### src/rtl/riego_zone_scheduler.sv
`default_nettype none
// ============================================================================
// Module      : riego_zone_scheduler
// Description : Shares one irrigation pump between N_ZONES watering zones.
//               Each check period the zone requests are snapshotted and every
//               requesting zone gets one open-valve / pump-on / drain service,
//               in round-robin order. Pump drive is active-low.
//               Optional macro RIEGO_RUN_COUNT_EN adds per-zone 8-bit
//               saturating counters of completed pump runs (run_count port).
// Revision    : 1.0 - initial release
// ============================================================================
module riego_zone_scheduler #(
    parameter int N_ZONES     = 4,
    parameter int TICK_CYCLES = 50_000_000,
    parameter int CHECK_TICKS = 10,
    parameter int LEAD_TICKS  = 1,
    parameter int ON_TICKS    = 3,
    parameter int LAG_TICKS   = 1
) (
    input  logic               clk,
    input  logic               rst_n,
    input  logic               enable,
    input  logic [N_ZONES-1:0] req,
    output logic [N_ZONES-1:0] valve,
    output logic               pump_n,
    output logic               busy,
    output logic [2:0]         cur_zone,
`ifdef RIEGO_RUN_COUNT_EN
    output logic                 done,
    output logic [N_ZONES*8-1:0] run_count
`else
    output logic               done
`endif
);

    // Phase lengths in cycles; a zero-length lead or lag still lasts one cycle.
    localparam longint c_CHECK_CYC = longint'(CHECK_TICKS) * longint'(TICK_CYCLES);
    localparam longint c_LEAD_CYC  = longint'(LEAD_TICKS) * longint'(TICK_CYCLES);
    localparam longint c_ON_CYC    = longint'(ON_TICKS) * longint'(TICK_CYCLES);
    localparam longint c_LAG_CYC   = longint'(LAG_TICKS) * longint'(TICK_CYCLES);

    localparam logic [31:0] c_CHECK_LAST = 32'(c_CHECK_CYC - 1);
    localparam logic [31:0] c_LEAD_LAST  = (c_LEAD_CYC == 0) ? 32'd0 : 32'(c_LEAD_CYC - 1);
    localparam logic [31:0] c_ON_LAST    = 32'(c_ON_CYC - 1);
    localparam logic [31:0] c_LAG_LAST   = (c_LAG_CYC == 0) ? 32'd0 : 32'(c_LAG_CYC - 1);

    typedef enum logic [2:0] {
        ST_IDLE  = 3'd0,
        ST_SCAN  = 3'd1,
        ST_OPEN  = 3'd2,
        ST_PUMP  = 3'd3,
        ST_CLOSE = 3'd4,
        ST_ABORT = 3'd5
    } state_t;

    state_t              state_q, state_d;
    logic [2:0]          ptr_q, ptr_d;
    logic [N_ZONES-1:0]  snap_q, snap_d;
    logic                pend_q, pend_d;
    logic [31:0]         period_q, period_d;
    logic [31:0]         phase_q, phase_d;
    logic [N_ZONES-1:0]  valve_q, valve_d;
    logic                pump_n_q, pump_n_d;
    logic                busy_q, busy_d;
    logic [2:0]          cur_zone_q, cur_zone_d;
    logic                done_q, done_d;

    logic                w_check_due;
    logic [3:0]          w_pick_scan;   // {found, zone}
    logic [3:0]          w_pick_next;   // {found, zone}
    logic [N_ZONES-1:0]  w_snap_rem;
    logic [2:0]          w_ptr_next;

    // First set bit at or after 'start', wrapping; returns {found, zone}.
    function automatic logic [3:0] pick_zone(input logic [N_ZONES-1:0] bits,
                                             input logic [2:0]         start);
        logic [N_ZONES-1:0] rot;
        logic [3:0]         res;
        rot = N_ZONES'({bits, bits} >> start);
        res = 4'd0;
        for (int j = N_ZONES - 1; j >= 0; j--) begin
            if (rot[j]) res = {1'b1, 3'((int'(start) + j) % N_ZONES)};
        end
        return res;
    endfunction

    function automatic logic [N_ZONES-1:0] onehot(input logic [2:0] z);
        return {{(N_ZONES-1){1'b0}}, 1'b1} << z;
    endfunction

    function automatic logic [2:0] next_ptr(input logic [2:0] z);
        if (z >= 3'(N_ZONES - 1)) return 3'd0;
        return z + 3'd1;
    endfunction

    assign w_check_due = enable && (period_q == c_CHECK_LAST);
    assign w_pick_scan = pick_zone(req, ptr_q);
    assign w_snap_rem  = snap_q & ~onehot(cur_zone_q);
    assign w_ptr_next  = next_ptr(cur_zone_q);
    assign w_pick_next = pick_zone(w_snap_rem, w_ptr_next);

    // Next-state: period timer, pending flag, and the service sequencer.
    always_comb begin
        state_d    = state_q;
        ptr_d      = ptr_q;
        snap_d     = snap_q;
        pend_d     = pend_q;
        phase_d    = phase_q;
        valve_d    = valve_q;
        pump_n_d   = pump_n_q;
        cur_zone_d = cur_zone_q;
        done_d     = 1'b0;

        if (!enable)                    period_d = 32'd0;
        else if (w_check_due)           period_d = 32'd0;
        else                            period_d = period_q + 32'd1;

        // Checks that expire while busy collapse into a single pending flag.
        if (w_check_due && state_q != ST_IDLE) pend_d = 1'b1;

        if (!enable && state_q != ST_IDLE && state_q != ST_ABORT) begin
            // Pump goes off first; valves close one cycle later in ABORT.
            pump_n_d = 1'b1;
            phase_d  = 32'd0;
            state_d  = ST_ABORT;
        end else begin
            case (state_q)
                ST_IDLE: begin
                    if (enable && (w_check_due || pend_q)) begin
                        pend_d  = 1'b0;
                        state_d = ST_SCAN;
                    end
                end
                ST_SCAN: begin
                    snap_d = req;
                    if (!w_pick_scan[3]) begin
                        state_d = ST_IDLE;
                    end else begin
                        cur_zone_d = w_pick_scan[2:0];
                        valve_d    = onehot(w_pick_scan[2:0]);
                        phase_d    = 32'd0;
                        state_d    = ST_OPEN;
                    end
                end
                ST_OPEN: begin
                    if (phase_q == c_LEAD_LAST) begin
                        phase_d  = 32'd0;
                        pump_n_d = 1'b0;
                        state_d  = ST_PUMP;
                    end else begin
                        phase_d = phase_q + 32'd1;
                    end
                end
                ST_PUMP: begin
                    if (phase_q == c_ON_LAST) begin
                        phase_d  = 32'd0;
                        pump_n_d = 1'b1;
                        state_d  = ST_CLOSE;
                    end else begin
                        phase_d = phase_q + 32'd1;
                    end
                end
                ST_CLOSE: begin
                    if (phase_q == c_LAG_LAST) begin
                        phase_d = 32'd0;
                        snap_d  = w_snap_rem;
                        ptr_d   = w_ptr_next;
                        if (w_pick_next[3]) begin
                            // Hand the pump straight to the next zone, no idle gap.
                            cur_zone_d = w_pick_next[2:0];
                            valve_d    = onehot(w_pick_next[2:0]);
                            state_d    = ST_OPEN;
                        end else begin
                            valve_d    = '0;
                            cur_zone_d = 3'd0;
                            done_d     = 1'b1;
                            state_d    = ST_IDLE;
                        end
                    end else begin
                        phase_d = phase_q + 32'd1;
                    end
                end
                ST_ABORT: begin
                    valve_d    = '0;
                    snap_d     = '0;
                    pend_d     = 1'b0;
                    cur_zone_d = 3'd0;
                    state_d    = ST_IDLE;
                end
                default: begin
                    valve_d    = '0;
                    pump_n_d   = 1'b1;
                    cur_zone_d = 3'd0;
                    state_d    = ST_IDLE;
                end
            endcase
        end

        busy_d = (state_d != ST_IDLE);
    end

    // State and registered outputs.
    always_ff @(posedge clk or negedge rst_n) begin
        if (!rst_n) begin
            state_q    <= ST_IDLE;
            ptr_q      <= 3'd0;
            snap_q     <= '0;
            pend_q     <= 1'b0;
            period_q   <= 32'd0;
            phase_q    <= 32'd0;
            valve_q    <= '0;
            pump_n_q   <= 1'b1;
            busy_q     <= 1'b0;
            cur_zone_q <= 3'd0;
            done_q     <= 1'b0;
        end else begin
            state_q    <= state_d;
            ptr_q      <= ptr_d;
            snap_q     <= snap_d;
            pend_q     <= pend_d;
            period_q   <= period_d;
            phase_q    <= phase_d;
            valve_q    <= valve_d;
            pump_n_q   <= pump_n_d;
            busy_q     <= busy_d;
            cur_zone_q <= cur_zone_d;
            done_q     <= done_d;
        end
    end

    assign valve    = valve_q;
    assign pump_n   = pump_n_q;
    assign busy     = busy_q;
    assign cur_zone = cur_zone_q;
    assign done     = done_q;

`ifdef RIEGO_RUN_COUNT_EN
    logic [N_ZONES*8-1:0] run_count_q, run_count_d;

    // Count a zone only when its pump run reaches the full ON length uninterrupted.
    always_comb begin
        run_count_d = run_count_q;
        if (state_q == ST_PUMP && enable && phase_q == c_ON_LAST) begin
            for (int k = 0; k < N_ZONES; k++) begin
                if (cur_zone_q == 3'(k) && run_count_q[8*k +: 8] != 8'hFF)
                    run_count_d[8*k +: 8] = run_count_q[8*k +: 8] + 8'd1;
            end
        end
    end

    // Run counters clear only on reset.
    always_ff @(posedge clk or negedge rst_n) begin
        if (!rst_n) run_count_q <= '0;
        else        run_count_q <= run_count_d;
    end

    assign run_count = run_count_q;
`endif

endmodule
`default_nettype wire

### config.mk
export PLATFORM = sky130hd
export DESIGN_NAME = riego_zone_scheduler
export DESIGN_NICKNAME = d
export VERILOG_FILES = /design/src/rtl/riego_zone_scheduler.sv
export SDC_FILE = /design/constraint.sdc
export NUM_CORES = 1
export LEC_CHECK = 0
export ABC_AREA = 1
export CORE_AREA = 5 5 115 117
export DETAILED_ROUTE_END_ITERATION = 10
export DIE_AREA = 0 0 120 122
export GPL_ROUTABILITY_DRIVEN = 0
export PLACE_DENSITY = 0.74
export SLEW_MARGIN = 20
export SYNTH_ARGS = -nofsm -noshare
export SYNTH_HDL_FRONTEND = slang
export SYNTH_SLANG_ARGS = --single-unit
### constraint.sdc
create_clock -name clk -period 1.9 [get_ports clk]
set_clock_uncertainty 0.05 [all_clocks]
set_input_delay 0.38 -clock clk [delete_from_list [all_inputs] [get_ports clk]]
set_output_delay 0.38 -clock clk [all_outputs]
set_load 0.1 [all_outputs]
==> results by stage, run 1 <==
Timing:
- The time the worst path needs with I/O delays and setup is 1.93 ns.
- For this run, the top clock speed supported by timing is 519 MHz.
- Setup repair after global routing could not meet its margin everywhere.
- The final-report hold violation count is 0.
- The fraction of the cycle the final worst path needs is 102%.
- Setup total negative slack on the finished layout was measured at -0.0899 ns.
- In the post-route analysis, the smallest setup slack over all paths is -0.0286 ns.
- Setup violations remaining at the end of the flow were counted as 6.
- The max-slew violation count is 0.
- The headroom to the max-slew limit is 65.1%.
- For the pin with the worst max-slew slack, the measured transition is 0.520 ns.

Synthesis:
- The leading register cell type out of synthesis is dfrtp_1.
- Synthesis produced 868 cells.
- The number of register bits inferred by synthesis is 83.
- The proportion of netlist area held by the largest area contributor is 34.7%.
- Of the total synthesized cell area, the portion taken by AND, OR, NAND and NOR gates is 41.3%.
- The post-synthesis xor/xnor area fraction is 5.03%.
- The largest family of logic cells by synthesized area is simple AND/OR/NAND/NOR gates.
- The number of enable flip-flop cells after synthesis is 0.
- During synthesis, Yosys emitted a total of 0 warnings.
- The total standard cell area after synthesis is 5920 um2.
- The portion of netlist area occupied by mux cells is 0%.
- The count of distinct cell types in the synthesized netlist is 49.
- Summed over all instances, the cell type with the most area after synthesis is dfrtp_1.
- Summing the areas of all compound-gate instances in the mapped netlist gives 8.31% of the synthesized area.
- In the synthesized netlist the async set-or-reset flop fraction comes to 100%.
- The number of nets in the synthesized netlist is 881.
- After synthesis, the cell types taking the most area are dfrtp_1, nand2_1, nor2_1, inv_1, nand3_1.
- Dividing the synthesized area by the synthesized cell count gives 6.82 um2.
- Sequential cells were found to cover 35.1% of the synthesized design area.
- The adder-cell area share of the yosys netlist is 1.27%.

Worst setup path:
- The highest net fanout along the worst path is 5.
- The kind of capture point of the worst setup path is a flop.
- STA puts the critical path data arrival time at 2.17 ns.
- The critical path data required time is 2.14 ns.
- The critical path start-end classification is reg -> reg.
- The category of the worst setup path launch point is a flop.

Global route:
- Global routing used 22.4% of the available tracks across all layers.
- The global-route congestion overflow total is 0.
- The number of global-route vias before repair is 5814.
- The initial antenna violation count is 0.
- The largest net degree at the start of global routing is 50.
- The first global-routing pass estimated 26800 um of wire.

Run status:
- The run finished, with violations left.
- The final reports fail on negative setup slack.

Floorplanning:
- The die is 122 um tall.
- The die is 120 um wide.
- The initialized floorplan defines 41 standard-cell rows.
- In this run the count of I/O pins placed on the die edge is 17.
- The core region is 12300 um2.
- The die area is 14600 um2.
- Once the floorplan was initialized, standard cells occupied 48.3% of the core.

Hold path:
- The path type of the worst min-delay path is in -> async.

Clocking:
- The clock slew at the register clock pins of the worst setup and hold paths is 0.06 ns.
- The CTS tree is done.
- Buffers inserted during clock tree synthesis total 9.
- The clock passes through at most 2 buffers.
- In this run the clock root is driven by a clkbuf_16.
- The H-tree was split into 3 levels.
- For this design, the sink count on the clock tree is 83.
- The later pin in the worst-skew pair is clocked with a latency of 0.35 ns.

Power:
- Dividing total power by cell area gives a power density of 1170 nW/um2.
- The switching power is 4200 uW.
- The total chip power is 9220 uW.
- In this run the static leakage power is 0.00349 uW.
- Combinational logic burns 57.4% of the power.
- Cell internal power was estimated by the tool at 5020 uW.
- The worst ir drop on vdd is 1.62 mV.
- Net switching is 45.6% of the power.
- Sequential cells burn 23.0% of the power.
- The clock network is responsible for 19.6% of the overall power.

Route:
- The vias after detailed routing is 6307.
- The vias per cell is 5.56.
- The first TritonRoute pass finished after 5 iterations.
- The average routed wire per standard cell is 15.1 um.
- The final antenna-violating net count is 0.
- Wires add up to 17100 um.
- In this run, the number of DRC markers left after iteration 0 of detailed routing was 501.
- In the routed design, unresolved DRC markers number 0.

Finish:
- The top cell types in the final layout, fill and taps aside, are nand2_1, inv_1, nor2_1.
- The leading cell type in the layout, fill and taps excluded is nand2_1.
- The layout-stage area growth over the synthesis result is 33.7%.
- The repair_antennas step left the layout with diodes totalling 0.
- The fraction of layout cells with a size suffix above 1 is 27.4%.
- For this run, the post-layout net count is 993.

Placed design:
- The wire-length estimate of the detail-placed layout is 11800 um.
- The quantity of I/O buffers inserted on ports is 15.

Flow run:
- Across the run, the number of max-cap violations was 0.
-- final timing paths --
| path | startpoint | cells past startpoint | slack, ns | end |
|---|---|---|---|---|
| worst min register to register | pump_n | 2 | 0.47 | pump_n |
| worst min-delay path | rst_n | 2 | 0.34 | period_q[14] |
| min in group clk | pump_n | 2 | 0.47 | pump_n |
| worst max register to register | cur_zone[0] | 12 | -0.03 | valve[1] |
| worst max-delay path | cur_zone[0] | 12 | -0.03 | valve[1] |
| max in group asynchronous | rst_n | 3 | 0.84 | pump_n |
-- synth_stat cells (2+ instances only) --
cell / instances
o2111ai_1: 9
buf_6: 2
nor2_1: 112
xor2_1: 27
a21oi_1: 10
inv_1: 110
o211ai_1: 2
nor4_1: 6
nor3_1: 52
buf_2: 2
nand3_2: 4
nand2_2: 7
nand3_1: 69
nor2_2: 8
nor2_4: 8
clkbuf_1: 6
nand4_1: 34
ha_1: 6
inv_2: 7
xnor2_1: 7
nand2_1: 223
o21ai_0: 45
dfrtp_1: 82
o22ai_1: 4
nor3_2: 2
-- logic make-up after synthesis --
family | count (synthesis)
buffers and inverters | 131
other | 1
adder cells (fa/ha/maj) | 6
AO/OA/AOI/OAI | 81
AND/OR/NAND/NOR | 532
flip-flops | 83
XOR/XNOR | 34
-- per-layer routing --
layer	global-route usage (%)	share of wire (%)	up-vias
met5	0	0	-
met4	9.23	3.4	0
met3	3.11	5.5	51
met2	36.8	48	241
met1	30.0	43	2944
li1	-	-	3071
-- power groups by stage --
| stage | combinational, uW | sequential, uW | clock (uW) |
|---|---|---|---|
| 5_1_grt | 5650 | 2140 | 1900 |
| 2_1_floorplan | 2340 | 2460 | 0 |
| 6_report | 5290 | 2130 | 1810 |
| 4_1_cts | 4480 | 2110 | 1840 |
| 3_5_place_dp | 3980 | 2140 | 0 |
| 3_3_place_gp | 3940 | 2130 | 0 |
-- flip-flops by register name (all words and copies together), names as in the netlist --
signal	cells
period_q	32
phase_q	32
snap_q	4
valve	4
state_q	3
cur_zone	2
ptr_q	2
busy	1
done	1
pend_q	1
pump_n	1
-- worst max-delay path, stage by stage (launching register included) --
cell and delay, ns:
dfrtp_4 0.53, ha_4 0.20, nor2_4 0.16, nand2_2 0.10, nand2_4 0.09, nand2_4 0.07
nand2_4 0.07, o21ai_1 0.07, nand2_1 0.13, nand3_2 0.10, o21ai_1 0.16, nand2_1 0.07
nand2_1 0.07
-- through the flow --
step	hold slack, ns	area (um2)	setup slack [ns]	std cells	util [%]
floorplan	0.0344	5960	-0.00907	868	-
global placement	0.168	6910	-0.394	1094	56.3
detailed placement	0.168	6910	-0.428	1094	56.3
CTS	0.332	7380	0.000401	1119	60.2
global route	0.372	7910	-0.111	1134	64.5
finish	0.342	7910	-0.0286	1134	64.5
-- layout make-up --
cell class	instances	area (um2)
flip-flops and latches	83	2090
well taps	150	188
clock inverters	4	50.0
fillers	1000	4350
clock buffers	11	253
inverters	118	455
multi-input cells	656	3820
repair buffers	112	1050
-- repair_timing --
| item | in CTS | in global routing |
|---|---|---|
| hold buffers | 1 | 0 |
| hold endpoints to repair | 8 | 0 |
| setup endpoints to repair | 38 | 60 |
| pin swaps | 5 | 42 |
| resized for setup | 21 | 132 |
| setup buffers | 8 | 14 |
| gates cloned | 1 | 1 |
(Power assumes the default switching activity.)
==> inputs of run 2 (changes only) <==
--- a/config.mk
+++ b/config.mk
@@ -11,4 +11,5 @@
 export DIE_AREA = 0 0 120 122
+export DONT_BUFFER_PORTS = 1
 export GPL_ROUTABILITY_DRIVEN = 0
-export PLACE_DENSITY = 0.74
+export PLACE_DENSITY = 0.72
 export SLEW_MARGIN = 20
==> constraint.sdc (replaced) <==
create_clock -name clk -period 1.9 [get_ports clk]
set_clock_uncertainty 0.05 [all_clocks]
set_input_delay 0.57 -clock clk [delete_from_list [all_inputs] [get_ports clk]]
set_output_delay 0.57 -clock clk [all_outputs]
set_load 0.1 [all_outputs]
==> run 2 against run 1 <==
Effect of this change:
- the flow finishes with violations (negative hold slack, negative setup slack)
- wire length decreased by 1.6%
- worst setup slack better by 0.013 ns
- global-route usage down 0.13 points
- core utilization is 2.2 points lower
- count of clock-buffer cells in the layout stayed put
- critical endpoint unchanged
- largest power group unchanged
- highest routed layer unchanged
==> results by stage, run 2 (synthesis results as in run 1) <==
Run status:
- Result of the run: complete, but fails checks (unchanged).
- Violated checks: negative hold slack, negative setup slack (was negative setup slack).

Finish:
- The layout-stage area growth over the synthesis result came to 29.1% (was 33.7%).
- The leading cell type in the layout, fill and taps excluded was nand2_1 (unchanged).
- The end-of-flow core utilization is 62.3% (was 64.5%).
- Highest-count cells in the layout ignoring fill and taps: nand2_1, inv_1, nor2_1 (unchanged).
- The number of standard cells in the final layout excluding fillers is 1124 (was 1134).
- The fraction of layout cells with a size suffix above 1 is 27.2% (was 27.4%).
- The area of all placed cells without fillers is 7640 um2 (was 7910 um2).
- Biggest regs: period_q (32), phase_q (32) (unchanged).
- The final net count is 982 (was 993).
- The number of antenna diodes is 0 (unchanged).

Clocking:
- The buffer levels on the longest clock path is 2 (unchanged).
- The clock slew at the register clock pins of the worst setup and hold paths is 0.06 ns (about the same).
- The CTS tree was done (unchanged).
- The number of H-tree levels is 3 (unchanged).
- The insertion delay of the later-clocked pin in the worst-skew pair is 0.36 ns (was 0.35 ns).
- The library cell used as clock root buffer is clkbuf_16 (unchanged).
- The number of sinks handled by clock tree synthesis came to 83 (unchanged).
- The number of clock buffers inserted by TritonCTS is 9 (unchanged).

Global route:
- The global-route congestion overflow total is 0 (unchanged).
- The global-route wire length before repair is 26600 um (was 26800 um).
- The initial antenna violation count is 0 (unchanged).
- The overall track demand over capacity in global routing is 22.3% (was 22.4%).
- The number of global-route vias before repair is 5725 (was 5814).
- The largest net degree at the start of global routing came to 84 (was 50).

Timing:
- Setup repair after global routing missed its margin: true (unchanged).
- The total of endpoints with negative setup slack in the final report is 1 (was 6).
- The final-report hold violation count is 82 (was 0).
- The headroom to the max-slew limit came to 58.2% (was 65.1%).
- The fmax is 522 MHz (was 519 MHz).
- The slew at the pin with the worst max-slew slack is 0.622 ns (was 0.520 ns).
- The final critical-path setup slack is -0.0153 ns (was -0.0286 ns).
- The max-slew violation count is 0 (unchanged).
- The post-route worst hold slack came to -0.141 ns (was 0.342 ns).
- The time the worst path needs with I/O delays and setup is 1.92 ns (was 1.93 ns).
- The fraction of the cycle the final worst path needs came to 101% (was 102%).

Placed design:
- The minimum setup slack after placement was -0.111 ns (was -0.428 ns).
- The quantity of I/O buffers inserted on ports came to 0 (was 15).
- The number of placed instances with taps included came to 1088 (was 1094).
- The standard cell area after detailed placement was 6720 um2 (was 6910 um2).
- The detailed-placement wirelength estimate was 11800 um (about the same).

Worst setup path:
- The arrival time reported for the critical path endpoint was 2.11 ns (was 2.17 ns).
- The kind of capture point of the worst setup path is a flop (unchanged).
- The highest net fanout along the worst path came to 5 (unchanged).
- The category of the worst setup path launch point is a flop (unchanged).
- The slowest library cell on the worst path is dfrtp_4 (unchanged).
- The critical path data required time is 2.10 ns (was 2.14 ns).
- The critical path start-end classification is reg -> reg (unchanged).
- The delay of the slowest cell on the worst path came to 0.53 ns (about the same).
- The critical path's most frequent cell is nand2_2.
- Cell-by-cell trace of the critical path: ha_4 > nor2_4 > nand2_2 > nand2_2 > nand2_2 > nand2_2 > inv_2 > nand2_2 > nand3_2 > nand3_4 > o21ai_2 > nand2_1 > nand2_1 (was ha_4 > nor2_4 > nand2_2 > nand2_4 > nand2_4 > nand2_4 > o21ai_1 > nand2_1 > nand3_2 > o21ai_1 > nand2_1 > nand2_1).

Route:
- The number of violations reported at the end of detailed-routing iteration 0 is 484 (was 501).
- The final antenna-violating net count was 0 (unchanged).
- The routed wire length on met3 is 919 um (was 941 um).
- The wire length on met2 is 8190 um (was 8170 um).
- The detailed-router iteration count before antenna repair is 5 (unchanged).
- The routed length on met1 came to 7310 um (was 7400 um).
- The highest routing layer actually used was met4 (unchanged).
- The aggregate routed wire length is 16800 um (was 17100 um).
- The vias after detailed routing is 6192 (was 6307).
- The total DRC errors in the routed layout came to 0 (unchanged).
- The average routed wire per standard cell came to 15.0 um (was 15.1 um).
- The vias per cell came to 5.51 (was 5.56).

Power:
- The total chip power is 8890 uW (was 9220 uW).
- The part of the total power dissipated in the clock network is 18.7% (was 19.6%).
- The power share of the sequential group was 23.7% (was 23.0%).
- The cell area power density was 1160 nW/um2 (was 1170 nW/um2).
- The cell internal power dissipation came to 4680 uW (was 5020 uW).
- The switching power is 4210 uW (was 4200 uW).
- The total leakage power is 0.00336 uW (was 0.00349 uW).
- The worst ir drop on vdd came to 1.47 mV (was 1.62 mV).
- The switching power as a share of total power is 47.3% (was 45.6%).
- The combinational share of power came to 57.6% (was 57.4%).

Floorplanning:
- The die height is 122 um (unchanged).
- The number of standard-cell rows in the floorplan is 41 (unchanged).
- The floorplan core area is 12300 um2 (unchanged).
- The effective utilization at floorplan came to 48.3% (unchanged).
- The chip width is 120 um (unchanged).
- The die area is 14600 um2 (unchanged).
- The I/O pin count came to 17 (unchanged).

Flow run:
- The count of maximum capacitance violations is 0 (unchanged).

Hold path:
- The path type of the worst min-delay path is in -> async (unchanged).
run 2: changes by cell type in the layout (fill, tap and decap cells not counted), sizes merged:
| cell | change |
|---|---|
| clkbuf | +1 |
| buf | -7 |
| clkinvlp | -1 |
| clkdlybuf4s50 | -5 |
| dlygate4sd3 | -1 |
| bufinv | -1 |
| inv | -1 |
| nand2 | +1 |
| clkinv | +4 |
run 2: area by class of cell:
| type | instances | area [um2] |
|---|---|---|
| Fill cell | 1099 | 4620 |
| Tap cell | 150 | 188 |
| Clock inverter | 5 | 28.8 |
| Inverter | 118 | 464 |
| Sequential cell | 83 | 2100 |
| Timing Repair Buffer | 100 | 793 |
| Multi-Input combinational cell | 657 | 3830 |
| Clock buffer | 11 | 243 |
run 2: power by group through the flow:
stage / sequential (uW) / combinational, uW / clock (uW)
floorplan: 2460 / 2340 / 0
global placement: 2120 / 3750 / 0
detailed placement: 2110 / 3790 / 0
CTS: 2080 / 4050 / 1680
global route: 2130 / 5540 / 1750
finish: 2110 / 5120 / 1660
run 2: repair_timing:
item	4_1_cts	5_1_grt
pin swaps	5	40
cloned	1	2
hold endpoints to repair	82	82
gates resized for setup	15	129
setup endpoints to repair	36	64
buffers inserted	2	15
run 2: per-layer routing:
layer  GRT usage (%)  up-vias
met1            29.3     2890
met4            8.59        0
met2            37.1      214
met3            3.67       41
li1                -     3047
met5               0        -
run 2: path summary, 6_finish.rpt:
check	start	endpoint	slack (ns)	cells after the start
max	cur_zone[1]	valve[1]	-0.02	13
min	rst_n	period_q[9]	-0.14	0
max reg2reg	cur_zone[1]	valve[1]	-0.02	13
min reg2reg	pend_q	pend_q	0.49	1
max in group asynchronous	rst_n	pump_n	1.72	0
min in group clk	enable	done	0.36	2
run 2: worst max-delay path, delay by kind of cell, from the launching register on:
kind | cells | cell delay [ns]
buf+inv | 1 | 0.04
simple gates | 10 | 0.92
flops | 1 | 0.53
fa+ha+maj | 1 | 0.20
compound gates | 1 | 0.06
run 2: through the flow:
step                      hold WS [ns]  setup TNS [ns]
final                           -0.141         -0.0153
after global routing            -0.150           -2.06
after CTS                       -0.147          -0.210
after detailed placement         0.226           -2.74
after global placement           0.227           -2.22
after floorplan                  0.224         -0.0194
==> inputs of run 3 (changes only) <==
- CAP_MARGIN: unset -> 20
==> results of run 3 <==
Final layout, timing and power as in run 2 (identical DEF).
==> edit (settings of run 1) <==
Set the parameter `N_ZONES` to 8 (it was 4).
--- a/src/rtl/riego_zone_scheduler.sv
+++ b/src/rtl/riego_zone_scheduler.sv
@@ -12,3 +12,3 @@
 module riego_zone_scheduler #(
-    parameter int N_ZONES     = 4,
+    parameter int N_ZONES     = 8,
     parameter int TICK_CYCLES = 50_000_000,
Ports: changed (resized req and valve); port bits go from 17 to 25. No check against the original RTL was run, so the function may have changed too.
==> edit against run 1 <==
  * The flow now stops in 5_1_grt
  * Area after synthesis grew 15%
==> edit: results (changes against run 1) <==
{| class="wikitable"
! Metric !! Value
|-
| Yosys cell types || 61 (was 49)
|-
| Proportion of synthesized flip-flops having asynchronous set or reset || 100% (unchanged)
|-
| Top area cells in the synthesized netlist || sky130_fd_sc_hd__dfrtp_1, sky130_fd_sc_hd__nand2_1, sky130_fd_sc_hd__nand3_1 (was sky130_fd_sc_hd__dfrtp_1, sky130_fd_sc_hd__nand2_1, sky130_fd_sc_hd__nor2_1)
|-
| Number of warnings reported in the yosys synthesis log || 0 (unchanged)
|-
| Root Buffer || sky130_fd_sc_hd__clkbuf_16 (unchanged)
|-
| Register area share after synthesis || 34.2% (was 35.1%)
|-
| Gr ovfl total || 1233
|-
| Final HPWL from detailed placement || 14500 um (was 11800 um)
|-
| Setup WS pre-CTS || -873 ps (was -428 ps)
|-
| Maximum number of pins on one net before global-route repair || 94
|-
| Top cells by instance count after synthesis || sky130_fd_sc_hd__nand2_1, sky130_fd_sc_hd__inv_1, sky130_fd_sc_hd__nand3_1 (was sky130_fd_sc_hd__nand2_1, sky130_fd_sc_hd__nor2_1, sky130_fd_sc_hd__inv_1)
|-
| Tool error || [ERROR GRT-0232] Routing congestion too high. Check the congestion heatmap in the GUI.
|-
| Worst Endpoint after GRT Repair || valve[2]$_DFFE_PN0P_/D
|-
| Number of buffers inserted during clock tree synthesis || 9 (unchanged)
|-
| Buffer levels on the longest clock path || 2 (unchanged)
|-
| Floorplan die width || 120 um (unchanged)
|-
| Total routing usage reported by global routing || 93.8%
|-
| Stopped at || 5_1_grt
|-
| Number of nets produced by synthesis || 1009 (was 881)
|-
| IO buf count || 24 (was 15)
|-
| Clock net sink count || 93 (was 83)
|-
| EDFF count, synth || 0 (unchanged)
|-
| Worst endpoint type || register data pin
|-
| Dpl cell area || 0.00925 mm^2 (was 0.00691 mm^2)
|-
| Maximum level of the CTS H-tree || 3 (unchanged)
|-
| Run status || did not finish (was finished with violations)
|}
edit: changes by cell type after synthesis, sizes merged, moves of 7 or more:
cell   change
o21a       +9
dfrtp     +10
nor3      -13
nor4       +9
nor2      -20
nand4     -11
nand3     +38
nor3b      +7
a21oi     +23
inv       +31
buf        +9
edit: stage by stage:
step	utilization (%)	hold WS (ps)	instances
3_5_place_dp	75.4	415	1366
3_3_place_gp	75.4	409	1366
4_1_cts	88.8	49.0	1441
2_1_floorplan	-	34.4	986
edit: metal layers:
layer / overflow / track usage [%]
met1: 13 / 82.4
met2: 1003 / 131
met3: 11 / 66.8
met4: 206 / 104
met5: 0 / 16.0
edit: cell families after synthesis:
| group | share of synthesized area [%] |
|---|---|
| AO/OA/AOI/OAI | 10.9 |
| buffers and inverters | 10.2 |
| AND/OR/NAND/NOR | 38.0 |
| flip-flops | 34.2 |
| adder cells (fa/ha/maj) | 2.21 |
| multiplexers | 0.294 |
| XOR/XNOR | 4.12 |
edit: repair_timing:
| action | in CTS |
|---|---|
| pin swaps | 74 |
| setup buffers | 58 |
| gates cloned | 8 |
| endpoints found under the setup margin | 83 |
| gates resized for setup | 198 |
